**src/rtl/pattern_resp_misr_compactor_pkg.sv**
```systemverilog
// Shared types, default MISR constants and a reference MISR step for the
// pattern-response compactor.
package pattern_cmp_pkg;

  typedef enum logic [1:0] {
    IDLE = 2'd0,
    RUN  = 2'd1,
    DONE = 2'd2
  } state_e;

  localparam int          MISR_SIG_W_DEF = 16;
  localparam int          MISR_IN_W_DEF  = 12;
  localparam logic [15:0] MISR_POLY_DEF  = 16'h1021;  // x^16 + x^12 + x^5 + 1
  localparam logic [15:0] MISR_SEED_DEF  = 16'hFFFF;

  // One MISR step at the default widths: shift left, fold the tap polynomial
  // in when the MSB falls out, then xor the zero-extended response.
  function automatic logic [15:0] misr_next(input logic [15:0] misr,
                                            input logic [11:0] resp,
                                            input logic [15:0] poly);
    logic [15:0] shifted;
    shifted = {misr[14:0], 1'b0};
    if (misr[15]) begin
      shifted = shifted ^ poly;
    end
    return shifted ^ {4'h0, resp};
  endfunction

endpackage

```
**src/rtl/pattern_resp_misr_compactor_misr_core.sv**
```systemverilog
// MISR register: reloads SEED on reset or load_seed_i, absorbs one response
// vector per cycle when en_i is high. Exposes the next value so the caller
// can register a comparison against it.
module misr_core
  import pattern_cmp_pkg::*;
#(
  parameter int               SIG_W = MISR_SIG_W_DEF,
  parameter int               IN_W  = MISR_IN_W_DEF,
  parameter logic [SIG_W-1:0] POLY  = MISR_POLY_DEF,
  parameter logic [SIG_W-1:0] SEED  = MISR_SEED_DEF
) (
  input  logic             clk,
  input  logic             srst,
  input  logic             load_seed_i,
  input  logic             en_i,
  input  logic [IN_W-1:0]  resp_i,
  output logic [SIG_W-1:0] sig_o,
  output logic [SIG_W-1:0] nxt_o
);

  // The response is zero-extended into the signature; it cannot be wider.
  generate
    if (IN_W > SIG_W) begin : g_width_check
      $error("misr_core: IN_W must not exceed SIG_W");
    end
  endgenerate

  logic [SIG_W-1:0] misr_q;
  logic [SIG_W-1:0] misr_d;
  logic [SIG_W-1:0] resp_ext;

  assign resp_ext = SIG_W'(resp_i);

  // Next MISR value in SIG_W-bit modular arithmetic.
  always_comb begin
    nxt_o = {misr_q[SIG_W-2:0], 1'b0} ^ (misr_q[SIG_W-1] ? POLY : '0) ^ resp_ext;
  end

  // Seed reload has priority over absorbing a sample.
  always_comb begin
    misr_d = misr_q;
    if (load_seed_i) begin
      misr_d = SEED;
    end else if (en_i) begin
      misr_d = nxt_o;
    end
  end

  // Signature register.
  always_ff @(posedge clk) begin
    if (srst) begin
      misr_q <= SEED;
    end else begin
      misr_q <= misr_d;
    end
  end

  assign sig_o = misr_q;

endmodule

```
**src/rtl/pattern_resp_misr_compactor.sv**
```systemverilog
// Compacts a programmed number of netlist response vectors into a MISR
// signature, then offers it with a valid/ready handshake and a pass flag
// against the golden value latched at start.
module pattern_resp_misr_compactor
  import pattern_cmp_pkg::*;
#(
  parameter int               IN_W  = MISR_IN_W_DEF,
  parameter int               SIG_W = MISR_SIG_W_DEF,
  parameter logic [SIG_W-1:0] POLY  = MISR_POLY_DEF,
  parameter logic [SIG_W-1:0] SEED  = MISR_SEED_DEF,
  parameter int               CNT_W = 16
) (
  input  logic             blif_clk_net,
  input  logic             blif_reset_net,
  input  logic             start,
  input  logic [CNT_W-1:0] num_samples,
  input  logic [SIG_W-1:0] exp_sig,
  input  logic [IN_W-1:0]  resp_in,
  input  logic             resp_vld,
  output logic             busy,
  output logic [CNT_W-1:0] sample_cnt,
  output logic [SIG_W-1:0] sig_out,
  output logic             sig_vld,
  input  logic             sig_rdy,
  output logic             pass
);

  state_e           state_q, state_d;
  logic [CNT_W-1:0] cnt_q, cnt_d;
  logic [CNT_W-1:0] target_q, target_d;
  logic [SIG_W-1:0] exp_q, exp_d;
  logic             pass_q, pass_d;
  logic [CNT_W-1:0] cnt_inc;
  logic             load_seed;
  logic             misr_en;
  logic [SIG_W-1:0] misr_sig;
  logic [SIG_W-1:0] misr_nxt;

  assign cnt_inc = cnt_q + {{(CNT_W-1){1'b0}}, 1'b1};

  misr_core #(
    .SIG_W (SIG_W),
    .IN_W  (IN_W),
    .POLY  (POLY),
    .SEED  (SEED)
  ) u_misr (
    .clk         (blif_clk_net),
    .srst        (blif_reset_net),
    .load_seed_i (load_seed),
    .en_i        (misr_en),
    .resp_i      (resp_in),
    .sig_o       (misr_sig),
    .nxt_o       (misr_nxt)
  );

  // Run control: start/latch in IDLE, absorb samples in RUN, hold the
  // signature in DONE until the consumer takes it. The pass flag is computed
  // from the value the MISR is about to hold, so it is ready with sig_vld.
  always_comb begin
    state_d   = state_q;
    cnt_d     = cnt_q;
    target_d  = target_q;
    exp_d     = exp_q;
    pass_d    = pass_q;
    load_seed = 1'b0;
    misr_en   = 1'b0;
    case (state_q)
      IDLE: begin
        if (start) begin
          load_seed = 1'b1;
          cnt_d     = '0;
          target_d  = num_samples;
          exp_d     = exp_sig;
          if (num_samples == '0) begin
            state_d = DONE;
            pass_d  = (SEED == exp_sig);
          end else begin
            state_d = RUN;
            pass_d  = 1'b0;
          end
        end
      end
      RUN: begin
        if (resp_vld) begin
          misr_en = 1'b1;
          cnt_d   = cnt_inc;
          if (cnt_inc == target_q) begin
            state_d = DONE;
            pass_d  = (misr_nxt == exp_q);
          end
        end
      end
      DONE: begin
        if (sig_rdy) begin
          state_d = IDLE;
          pass_d  = 1'b0;
        end
      end
      default: begin
        state_d = IDLE;
        pass_d  = 1'b0;
      end
    endcase
  end

  // State, counter, latched run parameters and pass flag.
  always_ff @(posedge blif_clk_net) begin
    if (blif_reset_net) begin
      state_q  <= IDLE;
      cnt_q    <= '0;
      target_q <= '0;
      exp_q    <= '0;
      pass_q   <= 1'b0;
    end else begin
      state_q  <= state_d;
      cnt_q    <= cnt_d;
      target_q <= target_d;
      exp_q    <= exp_d;
      pass_q   <= pass_d;
    end
  end

  assign busy       = (state_q != IDLE);
  assign sig_vld    = (state_q == DONE);
  assign sample_cnt = cnt_q;
  assign sig_out    = misr_sig;
  assign pass       = pass_q;

endmodule

```
**config.mk**
```make
export PLATFORM = sky130hd
export DESIGN_NAME = pattern_resp_misr_compactor
export DESIGN_NICKNAME = d
export VERILOG_FILES = /design/src/rtl/pattern_resp_misr_compactor_pkg.sv /design/src/rtl/pattern_resp_misr_compactor_misr_core.sv /design/src/rtl/pattern_resp_misr_compactor.sv
export SDC_FILE = /design/constraint.sdc
export NUM_CORES = 1
export LEC_CHECK = 0
export CAP_MARGIN = 20
export CORE_ASPECT_RATIO = 0.6
export CORE_MARGIN = 2
export CORE_UTILIZATION = 52
export CTS_BUF_LIST = sky130_fd_sc_hd__clkbuf_2
export CTS_CLUSTER_DIAMETER = 80
export DETAILED_ROUTE_END_ITERATION = 8
export PLACE_DENSITY = 0.9
export SYNTH_ARGS = -nofsm -noshare
export SYNTH_HDL_FRONTEND = slang
export SYNTH_SLANG_ARGS = --single-unit
```
**constraint.sdc**
```tcl
create_clock -name blif_clk_net -period 3.2 [get_ports blif_clk_net]
set_input_delay 0.32 -clock blif_clk_net [delete_from_list [all_inputs] [get_ports blif_clk_net]]
set_output_delay 0.32 -clock blif_clk_net [all_outputs]
set_load 0.05 [all_outputs]
```
==> flow_summary_export.csv, run 1 <==
group,metric,value,unit
floorplanning,coreArea,6730,um2
setup_path,cp.required,3.65,ns
setup_path,critPathTopFamily,"simple AND/OR/NAND/NOR gates",
clock_tree,cts_tree,"built",
drt,dr.pass1.iters,6,
power,leakage,1.71,nW
sta,fin_skew,0.0260,ns
final_layout,syn_to_final_growth,25.6,%
placement,post-place-cells,613,
sta,slew_headroom,27.2,%
final_layout,final_util,68.2,%
synth,syn-num-nets,523,
drt,ant_nets,0,
synth,avgSynthCellArea,7.73,um2
synth,synth-seq-cells,67,
clock_tree,clk_pin_slew,0.20,ns
placement,gp_congestion,0.930,
clock_tree,cts.sinks,67,
job,maxCapViolations,0,
floorplanning,fp.dieH,69.0,um
final_layout,nets,587,
global_route,grt_max_degree,54,
setup_path,cp.arrival,3.22,ns
clock_tree,htreeDepth,3,
clock_tree,cts_buffer_depth,2,
synth,yosys_warnings,0,
synth,async_reset_ff_share,0,%
final_layout,stdcell_area,4600,um2
drt,drt-initial-drc-count,473,
setup_path,crit_path_end_kind,"flop",
global_route,antenna_found_initial,0,
setup_path,crit_chain,"ha_1 > nand3_1 > buf_4 > nor3_2 > xnor2_1 > or4_1 > nor4_2 > a211oi_1 > a211oi_2",
clock_tree,cts_buffers,9,
global_route,grt_use_total,28.8,%
sta,rsz0062_at_grt,"no",
drt,vias_per_cell,5.94,
clock_tree,post-cts-setup-buffers,0,
setup_path,slowest_stage,"dfxtp_1",
sta,fmax,361,MHz
synth,synth.distinct_cells,50,
global_route,grt_pass1_wl,17.0,mm
final_layout,drive_above_1_share,5.36,%
final_layout,final_cells,628,
placement,port-buffer-count,83,
setup_path,cpPeakStageDelay,0.54,ns
global_route,grt_overflow,0,
setup_path,cp-start-kind,"flop",
power,ir_worst_vdd,0.231,mV
placement,dp_hpwl,8.26,mm
drt,wirelength,11.1,mm
clock_tree,holdBufCountCts,0,
clock_tree,clockRootBuffer,"clkbuf_2",
final_layout,antenna_cells,0,
drt,wire_per_inst,17.6,um
drt,drc_errors,0,
sta,period_needed,2.77,ns
synth,synth_area,3660,um2
placement,post_dp_cell_area,4460,um2
sta,slew_viol_final,0,
final_layout,n_fill_cell,599,
setup_path,critPathMaxFanout,11,
synth,synth_cells,473,
power,powerDensity,451,nW/um2
sta,fin_crit_sh,86.6,%
synth,synthFlopType,"dfxtp_1",
clock_tree,clkLatencyLatePin,0.52,ns
floorplanning,start_util,54.3,%
global_route,grt_pass1_vias,3259,
final_layout,final_cell_mix,"101 x nand2_1, 83 x clkdlybuf4s50_1, 67 x dfxtp_1, 47 x a21oi_1, 37 x xnor2_1",
sta,setup-violations-final,0,
setup_path,crit_type,"flop to flop",
clock_tree,post_cts_resized,0,
floorplanning,dieArea,7740,um2
floorplanning,fp.dieW,112,um
sta,tightestPinTransition,1.09,ns
sta,hold_viol_final,0,
floorplanning,ios,84,
synth,synth-edff-count,0,
status,status,"finished, final reports clean",
sta,setup_tns,0,ns
floorplanning,rows,23,
synth,ys_seq_area_share,36.7,%
drt,vias,3732,
final_layout,final_common_cell,"nand2_1",
min_path,hp-class,"input pin to flop",
setup_path,worst-path-buf-inv,1,
[registers in the layout, summed over array words and instances (netlist names)]
name	cells
pass	1
u_misr.sig_o	16
sample_cnt	16
state_q	2
target_q	16
exp_q	16
[cell type report]
class | instances | area (um2) | area share (%)
multi-input combinational | 368 | 2130 | 46.4
tap | 87 | 109 | 2.37
clock buffer | 9 | 45.0 | 0.980
timing repair buffer | 88 | 868 | 18.9
clock inverter | 6 | 90.1 | 1.96
inverter | 3 | 11.3 | 0.245
sequential | 67 | 1340 | 29.2
[cells in the mapped netlist (5+ instances only)]
| master | count | share of area [%] |
|---|---|---|
| a211oi_1 | 5 | 1.0 |
| a21oi_1 | 47 | 6.4 |
| and2_1 | 5 | 0.85 |
| buf_4 | 6 | 1.2 |
| clkbuf_1 | 21 | 2.2 |
| dfxtp_1 | 67 | 37 |
| nand2_1 | 101 | 10 |
| nand3_1 | 11 | 1.5 |
| nand4_1 | 11 | 1.9 |
| nor2_1 | 31 | 3.2 |
| nor2b_1 | 9 | 1.5 |
| nor3_1 | 16 | 2.2 |
| nor4_1 | 9 | 1.5 |
| o211ai_1 | 15 | 3.1 |
| o21ai_0 | 13 | 1.8 |
| xnor2_1 | 37 | 8.9 |
| xor2_1 | 9 | 2.2 |
[path summary, 6_finish.rpt]
path	start	endpoint	slack (ns)	depth (start not counted)
max	sample_cnt[0]$_SDFFE_PP0P_	pass$_SDFFE_PP0P_	0.43	9
min	exp_sig[1]	exp_q[1]$_SDFFE_PP0P_	0.36	3
max reg2reg	sample_cnt[0]$_SDFFE_PP0P_	pass$_SDFFE_PP0P_	0.43	9
min reg2reg	target_q[4]$_SDFFE_PP0P_	target_q[4]$_SDFFE_PP0P_	0.49	2
[worst register-to-register path, stage by stage (launching register included)]
cell	delay, ns
dfxtp_1	0.54
ha_1	0.31
nand3_1	0.10
buf_4	0.20
nor3_2	0.28
xnor2_1	0.14
or4_1	0.49
nor4_2	0.31
a211oi_1	0.13
a211oi_2	0.22
[power by group]
| group | switching (W) | internal [W] | total (W) | leakage [nW] |
|---|---|---|---|---|
| Sequential | 0.0000665 | 0.000889 | 0.000956 | 0.547 |
| Combinational | 0.000314 | 0.000209 | 0.000523 | 1.09 |
| Clock | 0.000338 | 0.000257 | 0.000595 | 0.0784 |
[metal layers]
layer	global-route usage (%)	wire, um	share of wire, %
met1	43.4	5230	47
met2	39.4	4420	40
met3	9.70	1370	12
met4	5.95	67	0.60
met5	0	0	0
[kinds of logic (layout without fill, tap and decap cells)]
family	count (synthesis)	count (layout)	synth area share, %
DFF	67	67	36.7
AOI/OAI and AO/OA	101	101	17.4
and+or+nand+nor	220	220	29.5
adders and majority gates	1	1	0.342
buffers and inverters	38	106	5.10
xor gates and xnor gates	46	46	11.0
[metrics by stage]
step / setup slack, ns / hold WS [ns] / total power [W]
finish: 0.429 / 0.363 / 0.00207
global route: 0.281 / 0.318 / 0.00215
CTS: 0.477 / 0.346 / 0.00206
detailed placement: 0.509 / 0.472 / 0.00148
global placement: 0.651 / 0.455 / 0.00147
floorplan: 0.380 / 0.448 / 0.00129
(Power assumes the default switching activity.)
==> run 2: changes to the inputs <==
- CORE_MARGIN: 2 -> 3
==> run 2 against run 1 <==
Sequential cell count unchanged. Critical path depth down 1. Global-route usage fell by 2.4 points. Register-to-register slack worse by 0.26 ns. Worst setup slack got worse by 0.26 ns. Final cell count is 0.32% lower. Wire length fell by 5.0%. Via count increased by 0.27%. Clock-buffer cell count up 1. Core utilization is 2.8 points higher. Combinational power about the same. Sequential power barely moved.
==> flow_summary_export.csv, run 2 (synthesis results as in run 1) <==
group,metric,value,unit
final_layout,drive_above_1_share,5.54,%
setup_path,slowest_stage,"dfxtp_1",
global_route,grtUsageMet3,7.18,%
floorplanning,ios,84,
sta,slew_headroom,31.1,%
global_route,use_met1,43.3,%
sta,hold_viol_final,0,
sta,setup-violations-final,0,
placement,dp_hpwl,7.95,mm
clock_tree,clockRootBuffer,"clkbuf_2",
placement,pre_cts_slack,0.264,ns
setup_path,cpPeakStageDelay,0.55,ns
drt,wirelength,10.5,mm
sta,fin_ws,0.170,ns
clock_tree,post_cts_resized,0,
clock_tree,holdBufCountCts,0,
setup_path,cp-start-kind,"flop",
global_route,grt_use_met2,32.9,%
final_layout,nets,587,
sta,tightestPinTransition,1.03,ns
final_layout,n_fill_cell,541,
placement,port-buffer-count,83,
floorplanning,rows,22,
global_route,antenna_found_initial,0,
drt,drc_errors,0,
final_layout,final_cells,626,
drt,drt-initial-drc-count,488,
setup_path,crit_path_end_kind,"flop",
final_layout,antenna_cells,0,
drt,wire_per_inst,16.8,um
setup_path,cp.arrival,3.49,ns
sta,setup_tns,0,ns
setup_path,crit_chain,"ha_1 > nand3_1 > nor3_2 > xnor2_1 > or4_1 > nor4_2 > a211oi_1 > a211oi_2",
final_layout,syn_to_final_growth,25.2,%
status,status,"finished, final reports clean",
floorplanning,fp.dieW,114,um
power,ir_worst_vdd,0.257,mV
final_layout,final_cell_mix,"101 x nand2_1, 83 x clkdlybuf4s50_1, 67 x dfxtp_1, 47 x a21oi_1, 37 x xnor2_1",
final_layout,multi_input_area,2130,um2
global_route,grt-busiest-layer,"met1",
final_layout,final_common_cell,"nand2_1",
clock_tree,cts_buffer_depth,2,
drt,vias_per_cell,5.98,
clock_tree,clk_pin_slew,0.22,ns
floorplanning,fp.dieH,71.0,um
final_layout,final_util,71.1,%
clock_tree,cts.sinks,67,
clock_tree,htreeDepth,3,
drt,ant_nets,0,
sta,slew_viol_final,0,
sta,fin_crit_sh,94.7,%
clock_tree,cts_tree,"built",
power,leakage,1.71,nW
clock_tree,clkLatencyLatePin,0.53,ns
global_route,grt_pass1_wl,17.0,mm
floorplanning,start_util,56.8,%
placement,gp_congestion,1.02,
global_route,grt_pass1_vias,3276,
sta,timing.hold.ws,0.332,ns
setup_path,cp.required,3.66,ns
placement,post-place-cells,610,
floorplanning,coreArea,6440,um2
clock_tree,cts_buffers,9,
global_route,grt_use_total,26.5,%
final_layout,seq_area,1340,um2
job,maxCapViolations,0,
min_path,hp-class,"input pin to flop",
sta,period_needed,3.03,ns
clock_tree,post-cts-setup-buffers,0,
drt,dr.pass1.iters,5,
drt,vias,3742,
setup_path,critPathMaxFanout,11,
global_route,grt_max_degree,51,
global_route,grt_overflow,0,
sta,fmax,330,MHz
floorplanning,dieArea,8110,um2
sta,fin_skew,0.0177,ns
power,powerDensity,438,nW/um2
sta,rsz0062_at_grt,"no",
setup_path,crit_type,"flop to flop",
-- run 2: cell count changes in the layout (fill, tap and decap cells not counted) --
cell,change
bufinv_16,-1
clkbuf_2,+1
clkinv_2,-1
clkinv_4,+1
inv_6,+1
-- run 2: final cells by class --
class	instances	share of cell area [%]
Multi-Input combinational cell	368	46.5
Inverter	3	0.246
Sequential cell	67	29.3
Timing Repair Buffer	88	19.0
Clock inverter	6	1.58
Clock buffer	10	1.09
Tap cell	84	2.30
-- run 2: through the flow --
| stage | total power, W | instance area, um2 |
|---|---|---|
| CTS | 0.00200 | 4580 |
| floorplan | 0.00129 | 3660 |
| finish | 0.00200 | 4580 |
| global placement | 0.00147 | 4460 |
| global route | 0.00209 | 4580 |
| detailed placement | 0.00148 | 4460 |
-- run 2: worst max-delay path: cells and delay by family, from the launching register on --
kind / cells / cell delay [ns]
XOR/XNOR: 1 / 0.12
flip-flops: 1 / 0.55
AO/OA/AOI/OAI: 2 / 0.36
adder cells (fa/ha/maj): 1 / 0.31
AND/OR/NAND/NOR: 4 / 1.64
-- run 2: path summary, 6_finish.rpt --
kind / startpoint / end / slack [ns] / depth (start not counted)
worst max-delay path: sample_cnt[0]$_SDFFE_PP0P_ / pass$_SDFFE_PP0P_ / 0.17 / 8
worst min-delay path: exp_sig[10] / exp_q[10]$_SDFFE_PP0P_ / 0.33 / 3
worst max register to register: sample_cnt[0]$_SDFFE_PP0P_ / pass$_SDFFE_PP0P_ / 0.17 / 8
worst min register to register: target_q[6]$_SDFFE_PP0P_ / target_q[6]$_SDFFE_PP0P_ / 0.49 / 2
-- run 2: metal layers --
| metal | vias to the layer above | wire length (um) |
|---|---|---|
| met1 | 1690 | 4870 |
| met5 | - | 0 |
| met4 | 0 | 113 |
| met2 | 253 | 3920 |
| li1 | 1786 | - |
| met3 | 13 | 1620 |
-- run 2: report_power, final --
group / switching (W) / total (W) / internal, W
logic: 0.000310 / 0.000521 / 0.000211
registers: 0.0000643 / 0.000954 / 0.000889
clock network: 0.000338 / 0.000530 / 0.000192
==> run 3: changes to the inputs <==
- PLACE_DENSITY: 0.9 -> 0.91
- SYNTH_HIERARCHICAL: not set -> 1
==> run 3 against run 2 <==
Critical path depth shrank 1. Via count shrank 3.8%. Sequential power shrank 1%. Total power shrank 5.6%. Sequential cell count is the same. Fmax grew 11%. Core utilization shrank 0.87 points. Synthesized area shrank 0.27%. Register-to-register slack gained 0.30 ns. Design area shrank 1.2%. Clock skew grew 0.0042 ns. Global-route usage grew 0.090 points.
==> flow_summary_export.csv, run 3 <==
group,metric,value,unit
clock_tree,cts_buffers,9,
setup_path,slowest_stage,"dfxtp_1",
setup_path,critPathMaxFanout,9,
setup_path,cp.arrival,3.13,ns
synth,synthAdderAreaFrac,0.343,%
placement,pre_cts_slack,0.521,ns
floorplanning,ios,84,
setup_path,r2r-end,"pass$_SDFFE_PP0P_",
drt,drt-initial-drc-count,403,
synth,async_reset_ff_share,0,%
clock_tree,clockRootBuffer,"clkbuf_2",
clock_tree,post_cts_resized,0,
final_layout,antenna_cells,0,
clock_tree,clk_pin_slew,0.20,ns
synth,synth_cells,441,
sta,fin_skew,0.0219,ns
clock_tree,holdBufCountCts,0,
synth,synth-edff-count,0,
power,leakage,1.59,nW
clock_tree,cts_buffer_depth,2,
status,status,"finished, final reports clean",
synth,synth_top_cell_by_area,"dfxtp_1",
drt,ant_nets,0,
min_path,hp-class,"input pin to flop",
job,maxCapViolations,0,
setup_path,crit_type,"flop to flop",
final_layout,drive_above_1_share,7.75,%
global_route,grt_pass1_vias,3338,
synth,synth_top_area_share,36.8,%
clock_tree,htreeDepth,3,
floorplanning,dieArea,8090,um2
synth,synthXorXnorAreaFrac,11.4,%
global_route,antenna_found_initial,0,
sta,tightestPinTransition,0.717,ns
final_layout,final_util,70.2,%
drt,vias_per_cell,6.00,
sta,slew_viol_final,0,
sta,hold_viol_final,0,
floorplanning,coreArea,6440,um2
clock_tree,clkLatencyLatePin,0.51,ns
power,ir_worst_vdd,0.204,mV
sta,rsz0062_at_grt,"no",
synth,synth_area,3650,um2
min_path,hp-start,"blif_reset_net",
drt,wirelength,10.7,mm
floorplanning,fp.dieH,70.9,um
global_route,grt_overflow,0,
sta,fin_crit_sh,85.3,%
setup_path,crit_path_end_kind,"flop",
sta,setup-violations-final,0,
drt,dr.pass1.iters,6,
sta,fmax,366,MHz
synth,synthFlopType,"dfxtp_1",
synth,synthMuxAreaShare,1.51,%
synth,synth.distinct_cells,58,
global_route,grt_max_degree,41,
sta,period_needed,2.73,ns
placement,port-buffer-count,83,
synth,yosys-top-cells-area,"dfxtp_1 37%, nand2_1 8.4%, a21oi_1 6.4%",
clock_tree,cts_tree,"built",
floorplanning,fp.dieW,114,um
drt,vias,3600,
setup_path,cpPeakStageDelay,0.56,ns
synth,synth-compound-area-share,18.3,%
floorplanning,rows,22,
global_route,grt_pass1_wl,17.0,mm
setup_path,critPathTopFamily,"simple AND/OR/NAND/NOR gates",
sta,fin_ws,0.470,ns
synth,synthMostInstantiatedCell,"nand2_1",
placement,dp_hpwl,7.97,mm
synth,syn-num-nets,491,
placement,gp_congestion,0.964,
clock_tree,post-cts-setup-buffers,0,
drt,wire_per_inst,17.8,um
global_route,grt_use_total,26.6,%
floorplanning,start_util,56.6,%
setup_path,rrSetupSlack,0.47,ns
setup_path,r2r_start,"sample_cnt[0]$_SDFFE_PP0P_",
final_layout,syn_to_final_growth,24.0,%
synth,synth_top_family_by_area,"simple AND/OR/NAND/NOR gates",
clock_tree,cts.sinks,67,
synth,avgSynthCellArea,8.27,um2
sta,slew_headroom,52.0,%
sta,setup_tns,0,ns
setup_path,cp.required,3.60,ns
setup_path,worst-path-buf-inv,0,
final_layout,final_cell_mix,"82 x nand2_1, 82 x clkdlybuf4s50_1, 67 x dfxtp_1, 47 x a21oi_1, 29 x nor2_1",
synth,yosys.area_share.simple,25.8,%
setup_path,reg2regPathDepth,7,
final_layout,nets,562,
setup_path,startpoint,"sample_cnt[0]$_SDFFE_PP0P_",
synth,ys_seq_area_share,36.8,%
setup_path,cp-start-kind,"flop",
synth,yosys_warnings,6,
synth,netlist_top_cells_count,"82 x nand2_1, 67 x dfxtp_1, 47 x a21oi_1",
min_path,whs_endpoint,"sample_cnt[2]$_SDFFE_PP0P_",
drt,drc_errors,0,
synth,synth-seq-cells,67,
min_path,min_delay_path_depth,2,
setup_path,crit_chain,"ha_1 > and3_4 > nand2_4 > or4_4 > a221oi_2 > a41oi_2 > mux2_4",
power,powerDensity,419,nW/um2
[run 3: layout make-up]
class                   instances  area [um2]
fillers                       529        1920
well taps                      84         105
flip-flops and latches         67        1340
clock inverters                 4        18.8
multi-input cells             336        2090
repair buffers                 90         878
clock buffers                  11        55.1
inverters                       8        30.0
[run 3: worst max-delay path by stage]
stage	end	cells past startpoint
global route	pass$_SDFFE_PP0P_	7
detailed placement	pass$_SDFFE_PP0P_	7
CTS	pass$_SDFFE_PP0P_	7
floorplan	pass$_SDFFE_PP0P_	7
global placement	pass$_SDFFE_PP0P_	7
finish	pass$_SDFFE_PP0P_	7
[run 3: logic make-up (layout without fill, tap and decap cells)]
group | after synthesis | count (layout)
multiplexers | 5 | 5
flip-flops | 67 | 67
adder cells (fa/ha/maj) | 1 | 1
buffers and inverters | 38 | 113
AO/OA/AOI/OAI | 99 | 99
XOR/XNOR | 46 | 46
AND/OR/NAND/NOR | 185 | 185
[run 3: report_power, final]
group          internal, W  switching, W  total [W]
sequential        0.000891     0.0000532   0.000944
clock            0.0000986      0.000298   0.000396
combinational     0.000224      0.000330   0.000553
total              0.00121      0.000680    0.00189
[run 3: metal layers]
layer  vias to the layer above  global-route usage (%)  part of all wire [%]
met2                       188                    37.7                    42
met3                        19                    8.80                    10
met1                      1701                    38.3                    46
li1                       1692                       -                     -
met4                         0                    7.51                   1.3
met5                         -                       0                     0
[run 3: metrics by stage]
stage | total power, W | hold WS [ns] | cells | cell area [um2]
global placement | 0.00149 | 0.454 | 585 | 4450
global route | 0.00198 | 0.337 | 600 | 4520
finish | 0.00189 | 0.342 | 600 | 4520
detailed placement | 0.00150 | 0.461 | 585 | 4450
floorplan | 0.00130 | 0.412 | 441 | 3650
CTS | 0.00189 | 0.291 | 600 | 4520
[run 3: worst reg2reg max path, cell delays in order (launching register included)]
cell	delay [ns]
dfxtp_1	0.56
ha_1	0.35
and3_4	0.27
nand2_4	0.08
or4_4	0.54
a221oi_2	0.31
a41oi_2	0.22
mux2_4	0.33
